## config.mk

```make
export PLATFORM = sky130hd
export DESIGN_NAME = uart_rx_frontend
export DESIGN_NICKNAME = d
export VERILOG_FILES = /design/src/rtl/uart_pkg.sv /design/src/rtl/uart_rx_buf.sv /design/src/rtl/uart_rx_frontend.sv
export SDC_FILE = /design/constraint.sdc
export NUM_CORES = 1
export LEC_CHECK = 0
export ABC_AREA = 1
export BUFFER_PORTS_ARGS = -buffer_cell sky130_fd_sc_hd__buf_2
export CORE_UTILIZATION = 45
export CTS_CLUSTER_SIZE = 30
export DETAILED_ROUTE_END_ITERATION = 7
export PLACE_DENSITY = 0.65
export SYNTH_ARGS = -nofsm -noshare
export SYNTH_HDL_FRONTEND = slang
export SYNTH_SLANG_ARGS = --single-unit
```

## constraint.sdc

```tcl
create_clock -name clk -period 2.7 [get_ports clk]
set_input_delay 0.135 -clock clk [delete_from_list [all_inputs] [get_ports clk]]
set_output_delay 0.135 -clock clk [all_outputs]
set_load 0.05 [all_outputs]
```

## src/rtl/uart_pkg.sv

```systemverilog
// Shared UART definitions, used by both the receive and transmit sides.
//   uart_state_e : receiver FSM states
//   OVERSAMPLE   : sub-bit ticks per bit period
//   MID_TICK     : tick index (from the start-bit edge) that lands mid-bit
//   baud_div()   : clock cycles per oversample tick (integer division)
package uart_pkg;

    localparam int unsigned OVERSAMPLE = 16;
    localparam int unsigned MID_TICK   = 7;

    typedef enum logic [2:0] {
        StIdle,
        StStart,
        StData,
        StParity,
        StStop
    } uart_state_e;

    function automatic int unsigned baud_div(input int unsigned clk_freq,
                                             input int unsigned baud);
        return clk_freq / (baud * OVERSAMPLE);
    endfunction

endpackage

```

## src/rtl/uart_rx_buf.sv

```systemverilog
// Receive byte FIFO, first-word-fall-through.
//   clk, reset  : core clock, asynchronous active-high reset
//   push        : write push_data this cycle (may be refused when full)
//   push_data   : byte to store
//   rd_en       : pop the head byte; ignored while empty
//   rd_data     : head byte, 0 when empty
//   empty, full : occupancy flags
//   count       : current occupancy, 0..DEPTH
//   drop        : push was refused because the FIFO is full and not popping
// DEPTH must be a power of two so the pointers wrap for free.
module uart_rx_buf #(
    parameter int unsigned DEPTH = 8
) (
    input  logic                     clk,
    input  logic                     reset,
    input  logic                     push,
    input  logic [7:0]               push_data,
    input  logic                     rd_en,
    output logic [7:0]               rd_data,
    output logic                     empty,
    output logic                     full,
    output logic [$clog2(DEPTH):0]   count,
    output logic                     drop
);

    localparam int unsigned PtrW = $clog2(DEPTH);
    localparam logic [PtrW:0] FullCount = (PtrW + 1)'(DEPTH);

    logic [7:0]      mem [DEPTH];
    logic [PtrW-1:0] wr_ptr_q, wr_ptr_d;
    logic [PtrW-1:0] rd_ptr_q, rd_ptr_d;
    logic [PtrW:0]   count_q, count_d;
    logic            do_push;
    logic            do_pop;

    assign empty = (count_q == '0);
    assign full  = (count_q == FullCount);
    assign count = count_q;

    // A pop in the same cycle frees the slot, so a push into a full FIFO still lands.
    assign do_pop  = rd_en && !empty;
    assign do_push = push && (!full || do_pop);
    assign drop    = push && !do_push;

    assign rd_data = empty ? 8'h00 : mem[rd_ptr_q];

    always_comb begin
        wr_ptr_d = wr_ptr_q;
        rd_ptr_d = rd_ptr_q;
        count_d  = count_q;
        if (do_push) begin
            wr_ptr_d = wr_ptr_q + PtrW'(1);
        end
        if (do_pop) begin
            rd_ptr_d = rd_ptr_q + PtrW'(1);
        end
        unique case ({do_push, do_pop})
            2'b10:   count_d = count_q + (PtrW + 1)'(1);
            2'b01:   count_d = count_q - (PtrW + 1)'(1);
            default: count_d = count_q;
        endcase
    end

    always_ff @(posedge clk or posedge reset) begin
        if (reset) begin
            wr_ptr_q <= '0;
            rd_ptr_q <= '0;
            count_q  <= '0;
        end else begin
            wr_ptr_q <= wr_ptr_d;
            rd_ptr_q <= rd_ptr_d;
            count_q  <= count_d;
        end
    end

    // Storage needs no reset: rd_data is masked to 0 while empty.
    always_ff @(posedge clk) begin
        if (do_push) begin
            mem[wr_ptr_q] <= push_data;
        end
    end

endmodule

```

## src/rtl/uart_rx_frontend.sv

```systemverilog
// UART receive front end: 2-FF synchronizer, 16x oversample tick generator,
// start/data/stop FSM (LSB first) and a byte FIFO (uart_rx_buf).
//   clk, reset : core clock, asynchronous active-high reset
//   uart_rxd   : asynchronous serial input, idles high
//   rd_en      : pop head byte
//   clr_err    : one-cycle pulse clearing the sticky error flags
//   rd_data    : head byte (FWFT), 0 when empty
//   empty, full, count : FIFO status
//   frame_err  : sticky, stop bit sampled low
//   overrun    : sticky, byte dropped on a full FIFO
//   parity_err : sticky, even-parity mismatch (only with UART_RX_PARITY_EN)
//   INT_RX     : level interrupt, ~empty
// Build option: define UART_RX_PARITY_EN for an even-parity bit (11-bit frame).
module uart_rx_frontend
    import uart_pkg::*;
#(
    parameter int unsigned CLK_FREQ = 25_000_000,
    parameter int unsigned BAUD     = 9600,
    parameter int unsigned DEPTH    = 8
) (
    input  logic                     clk,
    input  logic                     reset,
    input  logic                     uart_rxd,
    input  logic                     rd_en,
    input  logic                     clr_err,
    output logic [7:0]               rd_data,
    output logic                     empty,
    output logic                     full,
    output logic [$clog2(DEPTH):0]   count,
    output logic                     frame_err,
    output logic                     overrun,
`ifdef UART_RX_PARITY_EN
    output logic                     parity_err,
`endif
    output logic                     INT_RX
);

    localparam int unsigned DIV  = baud_div(CLK_FREQ, BAUD);
    localparam int unsigned DivW = (DIV > 1) ? $clog2(DIV) : 1;
    localparam logic [DivW-1:0] DivLast  = DivW'(DIV - 1);
    localparam logic [3:0]      MidTick  = 4'(MID_TICK);
    localparam logic [3:0]      LastTick = 4'(OVERSAMPLE - 1);
    // Ticks after a low stop-bit sample before a still-low line may start a new
    // frame: past the end of the stop bit, so a sender releasing the line at the
    // stop-bit boundary never retriggers, while a held-low line re-frames
    // roughly every 10 bit-times.
    localparam logic [3:0]      RearmTick = 4'd11;

    // Synchronizer
    logic [1:0] sync_q;
    logic       rxd_s;

    always_ff @(posedge clk or posedge reset) begin
        if (reset) begin
            sync_q <= 2'b11;
        end else begin
            sync_q <= {sync_q[0], uart_rxd};
        end
    end

    assign rxd_s = sync_q[1];

    // Free-running oversample tick
    logic [DivW-1:0] div_cnt_q;
    logic            tick;

    assign tick = (div_cnt_q == DivLast);

    always_ff @(posedge clk or posedge reset) begin
        if (reset) begin
            div_cnt_q <= '0;
        end else if (tick) begin
            div_cnt_q <= '0;
        end else begin
            div_cnt_q <= div_cnt_q + DivW'(1);
        end
    end

    // Receive FSM
    uart_state_e state_q, state_d;
    logic [3:0]  tick_cnt_q, tick_cnt_d;
    logic [2:0]  bit_idx_q, bit_idx_d;
    logic [7:0]  shreg_q, shreg_d;
    logic        armed_q, armed_d;
    logic        bit_end;
    logic        push;
    logic        frame_set;
    logic        drop;
    logic        frame_err_q;
    logic        overrun_q;
`ifdef UART_RX_PARITY_EN
    logic        par_bad_q, par_bad_d;
    logic        par_set;
    logic        parity_err_q;
`endif

    assign bit_end = tick && (tick_cnt_q == LastTick);

    always_comb begin
        state_d    = state_q;
        tick_cnt_d = tick ? tick_cnt_q + 4'd1 : tick_cnt_q;
        bit_idx_d  = bit_idx_q;
        shreg_d    = shreg_q;
        armed_d    = armed_q;
        push       = 1'b0;
        frame_set  = 1'b0;
`ifdef UART_RX_PARITY_EN
        par_bad_d  = par_bad_q;
        par_set    = 1'b0;
`endif
        unique case (state_q)
            StIdle: begin
                if (rxd_s || (tick && tick_cnt_q == RearmTick)) begin
                    armed_d = 1'b1;
                end
                // On a line that idles high, armed && low is the falling edge.
                if (armed_q && !rxd_s) begin
                    state_d    = StStart;
                    tick_cnt_d = '0;
                end
            end
            StStart: begin
                if (tick && tick_cnt_q == MidTick) begin
                    if (rxd_s) begin
                        state_d = StIdle;
                    end else begin
                        // From here each 16-tick wrap of tick_cnt lands mid-bit.
                        state_d    = StData;
                        tick_cnt_d = '0;
                        bit_idx_d  = '0;
                    end
                end
            end
            StData: begin
                if (bit_end) begin
                    shreg_d   = {rxd_s, shreg_q[7:1]};
                    bit_idx_d = bit_idx_q + 3'd1;
                    if (bit_idx_q == 3'd7) begin
`ifdef UART_RX_PARITY_EN
                        state_d = StParity;
`else
                        state_d = StStop;
`endif
                    end
                end
            end
`ifdef UART_RX_PARITY_EN
            StParity: begin
                if (bit_end) begin
                    par_bad_d = ^{shreg_q, rxd_s};
                    par_set   = ^{shreg_q, rxd_s};
                    state_d   = StStop;
                end
            end
`endif
            StStop: begin
                if (bit_end) begin
                    state_d = StIdle;
                    armed_d = rxd_s;
                    if (rxd_s) begin
`ifdef UART_RX_PARITY_EN
                        push = !par_bad_q;
`else
                        push = 1'b1;
`endif
                    end else begin
                        frame_set = 1'b1;
                    end
                end
            end
            default: begin
                state_d = StIdle;
            end
        endcase
    end

    always_ff @(posedge clk or posedge reset) begin
        if (reset) begin
            state_q    <= StIdle;
            tick_cnt_q <= '0;
            bit_idx_q  <= '0;
            shreg_q    <= '0;
            armed_q    <= 1'b1;
`ifdef UART_RX_PARITY_EN
            par_bad_q  <= 1'b0;
`endif
        end else begin
            state_q    <= state_d;
            tick_cnt_q <= tick_cnt_d;
            bit_idx_q  <= bit_idx_d;
            shreg_q    <= shreg_d;
            armed_q    <= armed_d;
`ifdef UART_RX_PARITY_EN
            par_bad_q  <= par_bad_d;
`endif
        end
    end

    // Sticky flags: a set in the same cycle as clr_err wins.
    always_ff @(posedge clk or posedge reset) begin
        if (reset) begin
            frame_err_q  <= 1'b0;
            overrun_q    <= 1'b0;
`ifdef UART_RX_PARITY_EN
            parity_err_q <= 1'b0;
`endif
        end else begin
            frame_err_q  <= frame_set || (frame_err_q && !clr_err);
            overrun_q    <= drop || (overrun_q && !clr_err);
`ifdef UART_RX_PARITY_EN
            parity_err_q <= par_set || (parity_err_q && !clr_err);
`endif
        end
    end

    assign frame_err = frame_err_q;
    assign overrun   = overrun_q;
`ifdef UART_RX_PARITY_EN
    assign parity_err = parity_err_q;
`endif
    assign INT_RX    = !empty;

    uart_rx_buf #(
        .DEPTH (DEPTH)
    ) u_buf (
        .clk       (clk),
        .reset     (reset),
        .push      (push),
        .push_data (shreg_q),
        .rd_en     (rd_en),
        .rd_data   (rd_data),
        .empty     (empty),
        .full      (full),
        .count     (count),
        .drop      (drop)
    );

endmodule

```

-- Word-level counts from Yosys, hierarchy flattened
Memories as Yosys holds them, arrays and structs flattened.
Index checks and enable logic that the tools add are counted.
- output and inout bits: 17
- bits of input ports: 5
- memories kept: 1
- word-level logic and storage cells: 95
- bits in registers: 41
- memory bits (writable): 64
- multiplexer cells: 30
- add/sub/neg operators: 7
- reduce and logical (&&, ||, !) cells: 27
- eq/ne operators: 18
- memory list (name ; depth ; width ; read ports ; clocked after Yosys merged registers in ; write ports ; line ; RTL):
    u_buf.mem ; 8 ; 8 ; 1 ; 0 ; 1 ; uart_rx_buf.sv:29 ; logic [7:0] mem [DEPTH];
- operators with widths (kind ; number):
    3-bit 2-to-1 mux ; 8
    4-bit 2-to-1 mux ; 4
    8-bit 2-to-1 mux ; 2
    4-bit one-hot mux with 2 select lines ; 2
    2-bit inequality test (second input constant) ; 7
    4-bit == test (second input constant) ; 3
    3-bit one-hot mux with 4 select lines ; 1
    1-bit 2-to-1 mux ; 10
    3-bit by 1-bit adder with 3-bit output (second input constant) ; 3
    1-bit logical AND ; 9
    4-bit by 1-bit adder with 4-bit output (second input constant) ; 2
    8-bit by 1-bit adder with 8-bit output (second input constant) ; 1
    8-bit == test (second input constant) ; 1
    3-bit == test (second input constant) ; 2
    3-bit one-hot mux with 2 select lines ; 1
    2-bit nonzero test ; 3
    1-bit zero test ; 5
    5-bit AND reduction ; 1
    4-bit by 3-bit == test with 1-bit output (second input constant) ; 1
    4-bit zero test ; 1
    1-bit logical OR ; 4
    4-bit AND reduction ; 1
    4-bit by 1-bit subtractor with 4-bit output (second input constant) ; 1
    3-bit by 1-bit == test with 1-bit output (second input constant) ; 1
    other kinds (8) ; 8

-- Depth between registers and ports, before layout
Gate-level depths: netlist (run 1).
- depth in word-level cells: 8
- mapped depth: 14

-- Hierarchy
Synthesis (run 1) repeated with hierarchy kept, for this count alone.
- cells, all modules: 456
- area, all modules: 4840.9 µm²
- modules (own cells, without submodules) (module ; times used ; cells each ; area each (µm²)):
    uart_rx_buf ; 1 ; 273 ; 3210.6
    uart_rx_frontend ; 1 ; 183 ; 1630.3

-- Worst setup path before layout (run 1)
Ideal clock, no wire load.
- path type: flip-flop to flip-flop
- from: register u_buf.count_q[0] (netlist: u_buf.count[0])
- to: register u_buf.count_q[2] (netlist: u_buf.count[2])
- setup time: 83 ps
- setup slack: 77 ps
- stages on the path, launching flop included: 12
- clock period less this slack: 2623 ps
- data required time: 2617 ps
- buffers on the path: 0
- data arrival time: 2540 ps
- path through: dfrtp_1 -> nor2_1 -> nand3_1 -> inv_1 -> nand2_1 -> nand3_1 -> ha_1 -> xor2_1 -> ha_1 -> a21oi_1 -> xor2_1 -> o21ai_0
- elaborated cells on any way between the ends: 13
- RTL lines (element ; line ; RTL):
    start: declaration ; uart_rx_buf.sv:32 ; logic [PtrW:0] count_q, count_d;
    start signal: assignment ; uart_rx_buf.sv:72 ; count_q <= count_d;
    4-bit == test (*) ; uart_rx_buf.sv:37 ; assign full = (count_q == FullCount);
    net full ; uart_rx_frontend.sv:28 ; output logic full,
    1-bit zero test (*) ; uart_rx_buf.sv:42 ; assign do_push = push && (!full || do_pop);
    1-bit logical OR (*) ; uart_rx_buf.sv:42 ;
    1-bit logical AND (*) ; uart_rx_buf.sv:42 ;
    2-bit by 1-bit == test with 1-bit output / 2-bit == test (equally long branches) ; uart_rx_buf.sv:57 ; unique case ({do_push, do_pop})
    4-bit one-hot mux with 2 select lines / 2-bit nonzero test (equally long branches) ; - ;
Mark *: on every way through the listed nets, which the timed path passes. The rest lies on a longest branch.
A chain may end at the register's enable or synchronous reset.

-- Worst setup path in the final report (run 1)
- from: register div_cnt_q[1]
- to: register u_buf.count_q[2] (netlist: u_buf.count[2])
- word-level cells in the longest chain between the ends: 7
- elaborated cells on any way between the ends: 9
- ends and longest elaborated chain (element ; line ; RTL):
    start: declaration ; uart_rx_frontend.sv:64 ; logic [DivW-1:0] div_cnt_q;
    start signal: assignment ; uart_rx_frontend.sv:75 ; div_cnt_q <= div_cnt_q + DivW'(1);
    8-bit == test (*) ; uart_rx_frontend.sv:67 ; assign tick = (div_cnt_q == DivLast);
    1-bit logical AND (*) ; uart_rx_frontend.sv:97 ; assign bit_end = tick && (tick_cnt_q == LastTick);
    1-bit 2-to-1 mux (*) ; uart_rx_frontend.sv:157 ; if (bit_end) begin
    1-bit 2-to-1 mux (*) ; uart_rx_frontend.sv:111 ; unique case (state_q)
    1-bit logical AND (*) ; uart_rx_buf.sv:42 ;
    2-bit by 1-bit == test with 1-bit output / 2-bit == test (equally long branches) ; uart_rx_buf.sv:57 ;
    4-bit one-hot mux with 2 select lines / 2-bit nonzero test (equally long branches) ; - ;
Mark *: on every way between the ends. The rest lies on a longest branch, timed or not.

==> results.ini, run 1 <==
[sta]
finClkSkew_ns=0.01086
relSlewSlack_pct=65.03
fin_crit_sh_pct=87.74
drv_slew=0
grt_setup_unrepaired=no
worstMarginPinSlew_ns=0.5245
hold_viol=0
setup-tns-final_ns=0
period_needed_ns=2.369
setup_violations=0
max_freq_mhz=422.1

[floorplanning]
coreArea_um2=9864
dieHeight_um=103.3
num_rows=36
die_w_um=103.3
start_util_pct=46.82
die-area_um2=10670
io_pins=22

[clock_tree]
cts_tree=yes
cts.clk_slew.worst_paths_ns=0.10
cts_setup_buffers=0
htreeDepth=3
cts_buffer_depth=2
clock-root-buffer=clkbuf_8
clkSinkCount=105
cts_buffers=9
worstSkewPairLatency_ns=0.37

[critical_path]
critPathCaptureType=register
crit_type=register to register
path_max_fanout=10
cp.arrival_ns=2.62
cp-start-kind=register
worstReg2RegStart=div_cnt_q[1]$_DFF_PP0_
cp.required_ns=2.95
cp-startpoint=div_cnt_q[1]$_DFF_PP0_

[synthesis]
synth_area_leaders=edfxtp_1 42%, dfrtp_1 21%, nor2_1 7.5%
yosys.cell_types.count=26
synth_warnings=0
synthesis.nets=467
synth_area_per_cell_um2=10.22
synthFlopType=edfxtp_1
postSynth.asyncResetShare_pct=39.05
yosys.area.top_type=edfxtp_1
ys_ff_latch=105
synthCells=452
synth_top_area_share_pct=41.61
synth-edff-count=64
ys_seq_area_share_pct=63.91
mappedNetlistArea_um2=4618

[power_and_ir_drop]
ir_worst_vdd_v=0.0002871
cellPowerDensity_nw_per_um2=549.7
p_leak_nw=2.387

[global_routing]
first_global_vias=3064
grt_usage_pct=17.94
grt_max_degree=42
globalRouteOverflowTotal=0
grt_pass1_wl_mm=14.48
antenna_found_initial=0

[placed_design]
dp_hpwl_mm=6.056
globalplace.congestion=0.8399
place_area_um2=4980
portBuffers=21

[routing]
drc=0
wirelength_mm=8.628
drt_iter0_markers=113
num_vias=3139
detail-route-antenna-nets=0
detail_route.wl_per_cell_um=13.67
vias_per_cell=4.975
detailedRoute.firstPassIterationCount=4

[finish]
final_common_cell=nor2_1
layout.nets=508
layout_common_cells=92 x nor2_1, 67 x nand2_1, 64 x edfxtp_1
fin_area_um2=5196
area_growth_syn_to_layout_pct=12.52
diodes=0
layout-drive-gt1-share_pct=13.65

[worst_hold_path]
holdCritStartpoint=rd_en
hp-class=input pin to register

[status]
status=finished, final reports clean

[job]
drv_cap=0

[path summary, 6_finish.rpt]
| kind | endpoint | slack (ns) | cells after the start |
|---|---|---|---|
| setup / recovery | u_buf.count[2]$_DFFE_PP0P_ | 0.33 | 13 |
| setup reg to reg | u_buf.count[2]$_DFFE_PP0P_ | 0.33 | 13 |
| max in group asynchronous | armed_q$_DFFE_PP1P_ | 1.90 | 4 |
| min in group asynchronous | u_buf.count[2]$_DFFE_PP0P_ | 0.43 | 4 |
| hold reg to reg | sync_q[1]$_DFF_PP1_ | 0.37 | 0 |
| hold / removal | u_buf.rd_ptr_q[0]$_DFFE_PP0P_ | 0.1 | 3 |
[worst max-delay path, stage by stage, from the launching register on]
cell	delay [ns]
dfrtp_1	0.41
inv_1	0.06
ha_1	0.13
nand2_1	0.06
nor2_2	0.16
nand2_4	0.12
nor3_4	0.14
nand3_1	0.13
ha_1	0.26
xor2_1	0.18
ha_1	0.19
a21oi_1	0.15
xor2_1	0.17
o21ai_0	0.09
[synth_stat cells, types with 4 or more instances]
library cell   n
xor2_1         9
dfrtp_1       38
o21ai_1        6
nand3_1       26
ha_1          10
nand2_1       67
inv_1         35
buf_1          4
nand4_1        6
nor2_1        92
o21ai_0       63
edfxtp_1      64
clkbuf_1       8
[where the power goes]
part | switching, mW | internal, mW
clock | 0.567 | 0.355
sequential | 0.0220 | 1.72
combinational | 0.129 | 0.0600
total | 0.719 | 2.14
[per-layer routing]
metal  track usage, %  part of all wire, %
met1            22.47                   46
met5                0                    0
met2            31.28                   50
met4            4.875                 0.64
met3            4.234                  3.1
[registers in the layout (all words and copies together) (netlist names), 2 cells and up]
| register | flops |
|---|---|
| u_buf.count | 4 |
| shreg_q | 8 |
| div_cnt_q | 8 |
| bit_idx_q | 3 |
| state_q | 3 |
| tick_cnt_q | 4 |
| u_buf.rd_ptr_q | 3 |
| u_buf.wr_ptr_q | 3 |
| u_buf.mem | 64 |
| sync_q | 2 |
[repair_timing]
action | 4_1_cts | 5_1_grt
endpoints found under the hold margin | 41 | 0
hold buffers | 3 | 0
resized for setup | 0 | 0
[cell type report]
| type | count | area, µm² |
|---|---|---|
| inverter | 36 | 135.1 |
| tap | 133 | 166.4 |
| fill | 871 | 4668 |
| sequential | 105 | 2952 |
| clock inverter | 7 | 62.56 |
| clock buffer | 9 | 123.9 |
| multi-input combinational | 299 | 1486 |
| timing repair buffer | 42 | 270.3 |
[cell families after synthesis]
group                    count (synthesis)  share of synthesized area (%)
AND/OR/NAND/NOR                        203                          19.07
flip-flops                             105                          63.91
XOR/XNOR                                12                          2.276
AO/OA/AOI/OAI                           74                          8.128
buffers and inverters                   48                          3.901
adder cells (fa/ha/maj)                 10                          2.709
[metrics by stage]
step	worst slack (ns)	instances	power, mW	hold slack, ns	util [%]
after floorplan	0.07711	452	1.926	0.1395	-
after global placement	0.4390	612	1.962	0.2405	50.48
after detailed placement	0.3270	612	1.966	0.2413	50.48
after CTS	0.3236	631	2.884	0.06956	52.68
after global routing	0.1314	631	2.988	0.08546	52.68
final	0.3311	631	2.856	0.09850	52.68
Note: power is estimated with default switching activity, not from simulation.
==> inputs of run 2 (changes only) <==
--- a/config.mk
+++ b/config.mk
@@ -13,4 +13,5 @@
 export PLACE_DENSITY = 0.65
 export SYNTH_ARGS = -nofsm -noshare
 export SYNTH_HDL_FRONTEND = slang
+export SYNTH_HIERARCHICAL = 1
 export SYNTH_SLANG_ARGS = --single-unit
==> run 2 against run 1 <==
- cell area is 3.6% higher
- via count fell by 1.5%
- sequential power rose by 7%
- setup slack got worse by 0.078 ns
- first-iteration DRC count down 23%
- utilization fell by 0.76 points
- clock-buffer cell count did not move
- non-clock buffer count fell by 4
- die area increased by 4.7%
- routed wire length decreased by 3.8%
- critical path depth grew 3
- synthesized cell count rose by 0.88%
- critical path type unchanged
- critical endpoint is now u_buf/count[3]$_DFFE_PP0P_
- highest routed layer unchanged
==> results.ini, run 2 <==
[status]
status=finished, final reports clean

[sta]
relSlewSlack_pct=55.69  ; -9.3 points
setup_violations=0  ; unchanged
drv_slew=0  ; unchanged
grt_setup_unrepaired=no
finClkSkew_ns=0.01598  ; +0.005122 ns
worstMarginPinSlew_ns=0.6640  ; +0.1394 ns
max_freq_mhz=408.8  ; -3.2%
setup-tns-final_ns=0  ; unchanged
period_needed_ns=2.446  ; +0.07750 ns
fin_crit_sh_pct=90.61  ; +2.9 points
timing.final.ws_setup_ns=0.2536  ; -0.07750 ns
hold_viol=0  ; unchanged

[power_and_ir_drop]
ir_worst_vdd_v=0.0005455  ; +90%
power_frac_clock_pct=19.5  ; -13 points
combPwrFrac_pct=41.5  ; +35 points
seq_power_share_pct=39.0  ; -22 points
netSwitchingFraction_pct=43.69  ; +19 points
p_leak_nw=2.353  ; -1.4%
p_int_mw=2.702  ; +26%
cellPowerDensity_nw_per_um2=891.4  ; +62%
p_switching_mw=2.097  ; +190%

[clock_tree]
cts_buffer_depth=2  ; unchanged
htreeDepth=3  ; unchanged
cts_tree=yes
worstSkewPairLatency_ns=0.37  ; about the same
cts.clk_slew.worst_paths_ns=0.11  ; about the same
clock-root-buffer=clkbuf_8
cts_buffers=9  ; unchanged
cts_setup_buffers=0  ; unchanged
clkSinkCount=105  ; unchanged

[synthesis]
synth-edff-count=64  ; unchanged
postSynth.asyncResetShare_pct=39.05  ; unchanged
synth_area_leaders=edfxtp_1 40%, dfrtp_1 20%, nor2_1 6.9%
synthFlopType=edfxtp_1
yosys.area.top_type=edfxtp_1
synth_compound_area_share_pct=9.718  ; +1.6 points
mappedNetlistArea_um2=4841  ; +4.8%
ys_ff_latch=105  ; unchanged
synthesis.nets=471  ; +0.86%
synth_common_cells=89 x nor2_1, 64 x edfxtp_1, 44 x inv_1
synth_warnings=6  ; +6
synth_top_area_share_pct=39.70  ; -1.9 points
synth_area_per_cell_um2=10.62  ; +3.9%
synth_fa_ha_area_share_pct=2.740  ; +0.030 points
synth_top_family_by_area=simple AND/OR/NAND/NOR gates
yosys.area_share.simple_pct=18.71  ; -0.36 points
post-synth-top-count-cell=nor2_1
yosys.cell_types.count=42  ; +62%
synthCells=456  ; +0.88%
synth_xor_area_share_pct=1.809  ; -0.47 points
synth.mux.area_fraction_pct=0.4394  ; +0.44 points
ys_seq_area_share_pct=60.97  ; -2.9 points

[finish]
n_fill_cell=896  ; +2.9%
regMostFlops=u_buf/mem
largest_reg_flops=64  ; unchanged
final_common_cell=nor2_1
instances_no_fill=632  ; +0.16%
layout.nets=506  ; -0.39%
fin_area_um2=5384  ; +3.6%
largestRegisters=u_buf/mem: 64 flops, div_cnt_q: 8 flops, shreg_q: 8 flops
register_area_um2=2952  ; unchanged
layout-drive-gt1-share_pct=20.97  ; +7.3 points
layout_common_cells=89 x nor2_1, 64 x edfxtp_1, 44 x inv_1
diodes=0  ; unchanged
area_growth_syn_to_layout_pct=11.22
multi_input_area_um2=1637  ; +10%

[routing]
detail_route.wl_per_cell_um=13.14  ; -3.9%
detailedRoute.firstPassIterationCount=5  ; +1
detail-route-antenna-nets=0  ; unchanged
wirelength_mm=8.302  ; -3.8%
vias_per_cell=4.894  ; -1.6%
drc=0  ; unchanged
drt_iter0_markers=87  ; -23%
num_vias=3093  ; -1.5%

[critical_path]
cp.arrival_ns=2.72  ; +0.10 ns
cp-start-kind=register
crit_type=register to register
critPathCaptureType=register
path_max_fanout=8  ; -2
cp.required_ns=2.97  ; +0.02 ns

[floorplanning]
dieHeight_um=105.7  ; +2.3%
start_util_pct=46.68  ; -0.13 points
die-area_um2=11180  ; +4.7%
io_pins=22  ; unchanged
num_rows=37  ; +2.8%
coreArea_um2=10370  ; +5.1%
die_w_um=105.7  ; +2.3%

[placed_design]
portBuffers=21  ; unchanged
globalplace.congestion=0.7858  ; -6.4%
pre_cts_slack_ns=0.2162  ; -0.1108 ns
dp_hpwl_mm=5.802  ; -4.2%
place_area_um2=5154  ; +3.5%
placed_cells=613  ; +0.16%

[global_routing]
globalRouteOverflowTotal=0  ; unchanged
grt_max_degree=34  ; -19%
first_global_vias=3016  ; -1.6%
grt_usage_pct=16.50  ; -1.4 points
grt_pass1_wl_mm=14.44  ; -0.29%
antenna_found_initial=0  ; unchanged

[job]
drv_cap=0  ; unchanged

[worst_hold_path]
hp-class=input pin to register

-- run 2: logic make-up (layout without fill, tap and decap cells) --
logic type,count (synthesis),after routing
adders and majority gates,10,10
AOI/OAI and AO/OA,82,82
buffers and inverters,64,104
muxes,2,2
DFF,105,105
xor gates and xnor gates,10,10
and+or+nand+nor,183,183
-- run 2: critical path, cell delays in order, from the launching register on --
cell and delay [ns]:
dfrtp_1 0.41, inv_1 0.07, ha_1 0.14, inv_1 0.06
nor2_4 0.16, nand2_4 0.11, nor2_4 0.10, nand2_1 0.11
nor4_4 0.22, nor2_4 0.09, ha_1 0.34, a21oi_2 0.19
nand3_1 0.12, nand2_1 0.09, nand2_1 0.06, nand2_1 0.06
inv_1 0.04
-- run 2: per-layer routing --
metal / GRT usage [%] / vias to the layer above / wire (µm)
met2: 27.92 / 30 / 4122
met5: 0 / - / 0
met3: 2.350 / 9 / 202
met4: 6.250 / 0 / 129
li1: - / 1580 / -
met1: 21.51 / 1474 / 3848
-- run 2: metrics by stage --
step	power (mW)	utilization, %	hold slack [ns]
6_report	4.799	51.92	0.09664
5_1_grt	5.134	51.92	0.09262
4_1_cts	4.845	51.88	0.07849
3_5_place_dp	3.905	49.70	0.1555
3_3_place_gp	3.858	49.70	0.1494
2_1_floorplan	3.486	-	-0.02482
-- run 2: power groups by stage --
stage / combinational [mW] / clock [mW] / sequential, mW
floorplan: 1.50 / 0 / 1.99
global placement: 1.95 / 0 / 1.91
detailed placement: 2.00 / 0 / 1.91
CTS: 2.00 / 0.969 / 1.87
global route: 2.22 / 1.02 / 1.89
finish: 1.99 / 0.936 / 1.87
-- run 2: final timing paths --
| kind | startpoint | to | slack (ns) | cells past startpoint |
|---|---|---|---|---|
| max | div_cnt_q[1]$_DFF_PP0_ | u_buf/count[3]$_DFFE_PP0P_ | 0.25 | 16 |
| min | rd_en | u_buf/rd_ptr_q[2]$_DFFE_PP0P_ | 0.1 | 3 |
| max reg2reg | div_cnt_q[1]$_DFF_PP0_ | u_buf/count[3]$_DFFE_PP0P_ | 0.25 | 16 |
| min reg2reg | sync_q[0]$_DFF_PP1_ | sync_q[1]$_DFF_PP1_ | 0.37 | 0 |
| max in group asynchronous | reset | shreg_q[3]$_DFFE_PP0P_ | 1.63 | 4 |
| min in group asynchronous | reset | u_buf/count[3]$_DFFE_PP0P_ | 0.29 | 3 |
-- run 2: what timing repair did --
| item | CTS | global route |
|---|---|---|
| endpoints found under the setup margin | 0 | 1 |
| hold buffers | 3 | 0 |
| hold endpoints to repair | 27 | 0 |
| resized for setup | 0 | 1 |
-- run 2: area by class of cell --
type	instances	area share (%)
tap	136	3.161
multi-input combinational	287	30.40
timing repair buffer	38	4.462
clock inverter	7	1.348
clock buffer	9	2.301
inverter	50	3.509
sequential	105	54.82
